--- src/rtl/vec_pkg.sv ---
// Shared types and constants for the vector issue sequencer and the 4-lane vector ALU.
package vec_pkg;

    localparam int unsigned VLEN          = 128;
    localparam int unsigned ELEN          = 32;
    localparam int unsigned NUM_VEC_LANES = VLEN / ELEN;
    localparam int unsigned NUM_VEC_REGS  = 32;
    localparam int unsigned TAG_W         = 6;
    localparam int unsigned REG_W         = $clog2(NUM_VEC_REGS);
    localparam int unsigned OP_W          = 4;
    localparam int unsigned VL_W          = 32;
    localparam int unsigned LMUL_W        = 2;
    localparam int unsigned IDX_W         = 3;
    localparam int unsigned VLMAX_GROUP   = 8 * NUM_VEC_LANES;
    localparam int unsigned LANE_IDX_W    = $clog2(NUM_VEC_LANES);
    // wide enough to hold VLMAX_GROUP itself (0..32)
    localparam int unsigned VL_EFF_W      = $clog2(VLMAX_GROUP) + 1;

    typedef enum logic [OP_W-1:0] {
        VOP_ADD = 4'd0,
        VOP_SUB = 4'd1,
        VOP_AND = 4'd2,
        VOP_OR  = 4'd3,
        VOP_XOR = 4'd4,
        VOP_MIN = 4'd5,
        VOP_MAX = 4'd6,
        VOP_SLL = 4'd7,
        VOP_SRL = 4'd8
    } vec_op_e;

    typedef enum logic [LMUL_W-1:0] {
        LMUL_1 = 2'd0,
        LMUL_2 = 2'd1,
        LMUL_4 = 2'd2,
        LMUL_8 = 2'd3
    } lmul_e;

    typedef enum logic [1:0] {
        SEQ_IDLE  = 2'd0,
        SEQ_ISSUE = 2'd1,
        SEQ_WAIT  = 2'd2,
        SEQ_DONE  = 2'd3
    } seq_state_e;

    // incoming decoded request
    typedef struct packed {
        logic [REG_W-1:0] vd;
        logic [REG_W-1:0] vs1;
        logic [REG_W-1:0] vs2;
        logic [OP_W-1:0]  op;
        logic [VL_W-1:0]  vl;
        lmul_e            lmul;
        logic [TAG_W-1:0] tag;
    } seq_req_t;

    // per-instruction context held for the whole group walk
    typedef struct packed {
        logic [REG_W-1:0]    vd;
        logic [REG_W-1:0]    vs1;
        logic [REG_W-1:0]    vs2;
        logic [OP_W-1:0]     op;
        logic [VL_EFF_W-1:0] vl_eff;
        logic [IDX_W-1:0]    last_idx;
        logic [TAG_W-1:0]    tag;
        logic                illegal;
    } seq_ctx_t;

    // elements held by a register group of the given LMUL
    function automatic logic [VL_EFF_W-1:0] group_capacity(input lmul_e lmul);
        return VL_EFF_W'(NUM_VEC_LANES) << lmul;
    endfunction

    // low register-number bits that must be zero for a group-aligned base
    function automatic logic [REG_W-1:0] group_align_mask(input lmul_e lmul);
        return (REG_W'(1) << lmul) - REG_W'(1);
    endfunction

endpackage

--- src/rtl/vec_tail_mask_gen.sv ---
// Per-element write enables for one register of a group: live elements below vl_eff.
module vec_tail_mask_gen
    import vec_pkg::*;
(
    input  logic [IDX_W-1:0]         idx,
    input  logic [VL_EFF_W-1:0]      vl_eff,
    output logic [NUM_VEC_LANES-1:0] elem_en
);

    // group-wide element index is {idx, lane}; compare against the effective length
    always_comb begin
        for (int unsigned j = 0; j < NUM_VEC_LANES; j++) begin
            elem_en[j] = VL_EFF_W'({idx, LANE_IDX_W'(j)}) < vl_eff;
        end
    end

endmodule

--- src/rtl/vector_issue_sequencer.sv ---
// Steps one RVV element-wise op through its register group: read, issue, await, masked write.
module vector_issue_sequencer
    import vec_pkg::*;
(
    input  logic                     clk,
    input  logic                     rst_n,
    input  logic                     req_valid,
    output logic                     req_ready,
    input  logic [REG_W-1:0]         req_vd,
    input  logic [REG_W-1:0]         req_vs1,
    input  logic [REG_W-1:0]         req_vs2,
    input  logic [OP_W-1:0]          req_op,
    input  logic [VL_W-1:0]          req_vl,
    input  logic [LMUL_W-1:0]        req_lmul,
    input  logic [TAG_W-1:0]         req_tag,
    output logic [REG_W-1:0]         vrf_rd_addr1,
    output logic [REG_W-1:0]         vrf_rd_addr2,
    input  logic [VLEN-1:0]          vrf_rd_data1,
    input  logic [VLEN-1:0]          vrf_rd_data2,
    output logic [VLEN-1:0]          veu_src1,
    output logic [VLEN-1:0]          veu_src2,
    output logic [OP_W-1:0]          veu_op,
    output logic                     veu_valid,
    input  logic [VLEN-1:0]          veu_result,
    input  logic                     veu_result_valid,
    output logic                     vrf_wr_en,
    output logic [REG_W-1:0]         vrf_wr_addr,
    output logic [VLEN-1:0]          vrf_wr_data,
    output logic [NUM_VEC_LANES-1:0] vrf_wr_elem_en,
    output logic                     done_valid,
    output logic [TAG_W-1:0]         done_tag,
    output logic                     done_illegal,
    output logic                     busy
);

    seq_state_e               state_q;
    seq_state_e               state_d;
    logic [IDX_W-1:0]         idx_q;
    logic [IDX_W-1:0]         idx_d;
    seq_ctx_t                 ctx_q;
    seq_ctx_t                 req_ctx;
    seq_req_t                 req;
    logic                     accept;
    logic [VL_EFF_W-1:0]      cap;
    logic [VL_EFF_W-1:0]      num_members;
    logic [NUM_VEC_LANES-1:0] elem_en;

    assign accept = req_valid && (state_q == SEQ_IDLE);

    // decode the incoming request into the context that is latched on acceptance
    always_comb begin
        req = '{vd:   req_vd,
                vs1:  req_vs1,
                vs2:  req_vs2,
                op:   req_op,
                vl:   req_vl,
                lmul: lmul_e'(req_lmul),
                tag:  req_tag};

        cap = group_capacity(req.lmul);

        req_ctx          = '0;
        req_ctx.vd       = req.vd;
        req_ctx.vs1      = req.vs1;
        req_ctx.vs2      = req.vs2;
        req_ctx.op       = req.op;
        req_ctx.tag      = req.tag;
        req_ctx.vl_eff   = (req.vl < VL_W'(cap)) ? VL_EFF_W'(req.vl) : cap;
        req_ctx.illegal  = |((req.vd | req.vs1 | req.vs2) & group_align_mask(req.lmul));

        num_members      = (req_ctx.vl_eff + VL_EFF_W'(NUM_VEC_LANES - 1)) >> LANE_IDX_W;
        // meaningless when vl_eff==0, but that case never leaves IDLE through ISSUE
        req_ctx.last_idx = IDX_W'(num_members - VL_EFF_W'(1));
    end

    // request context capture
    always_ff @(posedge clk or negedge rst_n) begin
        if (!rst_n) begin
            ctx_q <= '0;
        end else if (accept) begin
            ctx_q <= req_ctx;
        end
    end

    // state and member index registers
    always_ff @(posedge clk or negedge rst_n) begin
        if (!rst_n) begin
            state_q <= SEQ_IDLE;
            idx_q   <= '0;
        end else begin
            state_q <= state_d;
            idx_q   <= idx_d;
        end
    end

    // next-state and strobe decode
    always_comb begin
        state_d    = state_q;
        idx_d      = idx_q;
        req_ready  = 1'b0;
        busy       = 1'b1;
        veu_valid  = 1'b0;
        vrf_wr_en  = 1'b0;
        done_valid = 1'b0;

        case (state_q)
            SEQ_IDLE: begin
                req_ready = 1'b1;
                busy      = 1'b0;
                idx_d     = '0;
                if (req_valid) begin
                    if (req_ctx.illegal || (req_ctx.vl_eff == '0)) begin
                        state_d = SEQ_DONE;
                    end else begin
                        state_d = SEQ_ISSUE;
                    end
                end
            end
            SEQ_ISSUE: begin
                veu_valid = 1'b1;
                state_d   = SEQ_WAIT;
            end
            SEQ_WAIT: begin
                if (veu_result_valid) begin
                    vrf_wr_en = 1'b1;
                    if (idx_q == ctx_q.last_idx) begin
                        state_d = SEQ_DONE;
                    end else begin
                        idx_d   = idx_q + IDX_W'(1);
                        state_d = SEQ_ISSUE;
                    end
                end
            end
            SEQ_DONE: begin
                done_valid = 1'b1;
                state_d    = SEQ_IDLE;
            end
            default: begin
                state_d = SEQ_IDLE;
            end
        endcase
    end

    vec_tail_mask_gen u_tail_mask (
        .idx     (idx_q),
        .vl_eff  (ctx_q.vl_eff),
        .elem_en (elem_en)
    );

    // datapath routing; group sums cannot wrap because bases are group-aligned
    assign vrf_rd_addr1   = ctx_q.vs1 + REG_W'(idx_q);
    assign vrf_rd_addr2   = ctx_q.vs2 + REG_W'(idx_q);
    assign veu_src1       = vrf_rd_data1;
    assign veu_src2       = vrf_rd_data2;
    assign veu_op         = ctx_q.op;
    assign vrf_wr_addr    = ctx_q.vd + REG_W'(idx_q);
    assign vrf_wr_data    = veu_result;
    assign vrf_wr_elem_en = elem_en & {NUM_VEC_LANES{vrf_wr_en}};
    assign done_tag       = ctx_q.tag;
    assign done_illegal   = ctx_q.illegal;

endmodule

--- config.mk ---
export PLATFORM = sky130hd
export DESIGN_NAME = vector_issue_sequencer
export DESIGN_NICKNAME = d
export VERILOG_FILES = /design/src/rtl/vec_pkg.sv /design/src/rtl/vec_tail_mask_gen.sv /design/src/rtl/vector_issue_sequencer.sv
export SDC_FILE = /design/constraint.sdc
export NUM_CORES = 1
export LEC_CHECK = 0
export CAP_MARGIN = 20
export CORE_AREA = 2 2 341 343
export CTS_BUF_LIST = sky130_fd_sc_hd__clkbuf_8
export CTS_CLUSTER_SIZE = 28
export DETAILED_ROUTE_END_ITERATION = 12
export DIE_AREA = 0 0 343 345
export RECOVER_POWER = 25
export SETUP_SLACK_MARGIN = 0.3
export SLEW_MARGIN = 5
export SYNTH_ARGS = -nofsm -noshare
export SYNTH_HDL_FRONTEND = slang
export SYNTH_SLANG_ARGS = --single-unit
--- constraint.sdc ---
create_clock -name clk -period 3.5 [get_ports clk]
set_input_delay 0.7 -clock clk [delete_from_list [all_inputs] [get_ports clk]]
set_output_delay 0.7 -clock clk [all_outputs]
set_load 0.05 [all_outputs]
==> flow_summary.ini <==
[sta]
max_clock_freq_mhz = 339.3
final_max_slew_viol_count = 24
skew_ns = 0.01847
fin_crit_ns = 2.947
fin_tns_setup_ns = 0
hold_viol = 0
rsz0062_at_grt = false
max_slew_margin = -0.3008
fin_crit_sh = 0.8420
finalSetupViolations = 0
setup_slack_ns = 0.5528
tightest_slew_ns = 1.951

[cts]
clkLatencyLatePin_ns = 0.38
clockRootBuffer = clkbuf_8
numClockSinks = 40
ctsHoldBuffers = 0
cts.clk_slew.worst_paths_ns = 0.10
htreeDepth = 2
cts_buffers = 5
cts_tree = done
cts_max_path_buffers = 2

[yosys]
avgSynthCellArea_sq_um = 8.018
ys_ff_latch = 40
synth_ff_type = dfrtp_1
synth_edf_count = 0
synth.top_cell.area_share = 0.5441
seq_area_frac_synth = 0.1841
synth.most_common_cell = buf_4
ys_warn_count = 0
synth.distinct_cells = 37
synthArstFlopShare = 1.000
synth_area_leader_cell = buf_4
synth.area.top_cells = buf_4, dfrtp_1, nand2_1
synth_fp_nets = 1148
syn_area_sq_mm = 0.005436
synthCells = 678
synthTopCellsByCount = buf_4, nand2_1, dfrtp_1, inv_1, ha_1

[final_layout]
layout.nets = 873
fillerInstances = 13700
syn2layout_area_growth_pct = 4.350
multi_input_area_sq_mm = 0.001383
regArea_sq_mm = 0.001003
drive_gt1_frac = 0.1609

[detailed_routing]
wl_per_cell_microns = 29.44
dr.pass1.iters = 4
drt-total-wl_microns = 56830
drt_iter0_drc = 123
drc_errors = 0
drtAntennaViolNets = 0
via_per_inst = 1.653
num_vias = 3190

[floorplanning]
die_h_microns = 345
core_area_sq_mm = 0.1151
die-width_microns = 343
start_util = 0.04723
num_io_pins = 866
row_count = 125
fp.dieArea_sq_mm = 0.1183

[power_and_ir_drop]
power_density_mw_per_mm2 = 703.0
p_leak_nw = 1.798
ir_drop_mv = 0.2894
report.power.total_mw = 3.988

[grt]
grt_max_degree = 43
grt_pass1_wl_microns = 64190
grt_overflow = 0
grt_usage = 0.09297
grt_pass1_vias = 3364
antenna_found_initial = 17

[place]
port_buffers = 97
dp_slack_ns = -0.1683
hpwl_microns = 53460
gp_congestion = 0.6968

[worst_setup_path]
r2r_slack_ns = 1.83
timing.rr.start = state_q[1]$_DFFE_PN0P_
cp.required_ns = 3.80
criticalPathCategory = in2reg
crit_path_end_kind = flip-flop
reg2reg_depth = 6
cp_max_fo = 4
worstPathArrival_ns = 3.24
rr_endpoint = veu_op[1]$_DFFE_PN0P_
start_kind = input port

[flow_run]
cap_violations = 1

[status]
violations = capacitance limit, slew limit
status = finished with violations

[worst_hold_path]
holdCritPathClass = in2async
cells by family (layout without fill, tap and decap cells):
group / after synthesis / in the layout / synth area share
buf+inv: 424 / 150 / 0.5662
mux: 7 / 7 / 0.01427
other cells: 0 / 2 / 0
fa+ha+maj: 23 / 23 / 0.05708
compound gates: 44 / 44 / 0.04833
xor+xnor: 18 / 18 / 0.02900
flops: 40 / 40 / 0.1841
simple gates: 122 / 122 / 0.1010
worst max path at each step:
stage                                    start                    to  depth (start not counted)
after global placement             req_lmul[0]  ctx_q[9]$_DFFE_PN0P_                         12
after floorplan               veu_result_valid     vrf_wr_elem_en[0]                          3
after detailed placement           req_lmul[1]  ctx_q[9]$_DFFE_PN0P_                         12
final                               req_vl[16]  ctx_q[9]$_DFFE_PN0P_                         11
after CTS                 idx_q[0]$_DFFE_PN0P_       vrf_rd_addr1[4]                          7
after global routing      idx_q[0]$_DFFE_PN0P_       vrf_rd_addr1[4]                          7
what timing repair did:
item / in CTS / in global routing
setup buffers: 0 / 3
setup endpoints to repair: 2 / 2
gates resized for setup: 6 / 5
pin swaps: 3 / 2
registers in the layout, indices dropped and copies added (netlist names):
name and count:
ctx_q 24, done_illegal 1, done_tag 6, idx_q 3
state_q 2, veu_op 4
power breakdown:
group	internal (mW)	total, mW	switching, mW
Combinational	0.899	2.68	1.78
Sequential	0.667	0.824	0.158
Clock	0.216	0.480	0.264
Total	1.78	3.99	2.21
area by class of cell:
type	instances	area share
well taps	1524	0.3361
repair buffers	120	0.2075
flip-flops and latches	40	0.1769
multi-input cells	214	0.2437
clock buffers	5	0.01213
inverters	22	0.01456
diodes	2	0.0008822
clock inverters	3	0.008161
metal layers:
| metal | global-route usage | routed length (microns) | up-vias |
|---|---|---|---|
| met4 | 0.02994 | 1876 | 20 |
| met5 | 0.001225 | 120 | - |
| met2 | 0.1328 | 23230 | 572 |
| met3 | 0.1623 | 21140 | 151 |
| met1 | 0.04969 | 10460 | 1272 |
| li1 | - | - | 1175 |
layout by cell type (no fill, tap or decap), drive strengths merged, types with 4 or more instances in the layout:
| cell | netlist | routed |
|---|---|---|
| mux2i | 4 | 4 |
| nor2 | 10 | 10 |
| xnor2 | 16 | 16 |
| nor2b | 5 | 5 |
| a21o | 5 | 5 |
| ha | 20 | 20 |
| clkbuf | 7 | 7 |
| nand2 | 81 | 81 |
| o21ai | 16 | 16 |
| nor4 | 7 | 7 |
| a21oi | 14 | 14 |
| clkdlybuf4s50 | 0 | 76 |
| buf | 395 | 39 |
| dfrtp | 40 | 40 |
| inv | 22 | 23 |
worst max-delay path, stage by stage:
cell             delay (ns)
clkdlybuf4s50_1        0.40
nor4_1                 0.29
buf_4                  0.19
nand4_1                0.20
a311oi_2               0.37
mux2i_1                0.30
ha_2                   0.23
xor2_1                 0.19
xnor2_1                0.14
mux2i_1                0.09
a21oi_1                0.13
through the flow:
step	hold WS [ns]	cells	cell area, sq um	utilization
after floorplan	0.4044	678	5436	-
after global placement	0.4595	1916	5478	0.04759
after detailed placement	0.4674	1917	5505	0.04783
after CTS	0.2431	1925	5627	0.04888
after global routing	0.5197	1929	5670	0.04926
final	0.4761	1930	5673	0.04928
Power figures use the tool's default switching activity.
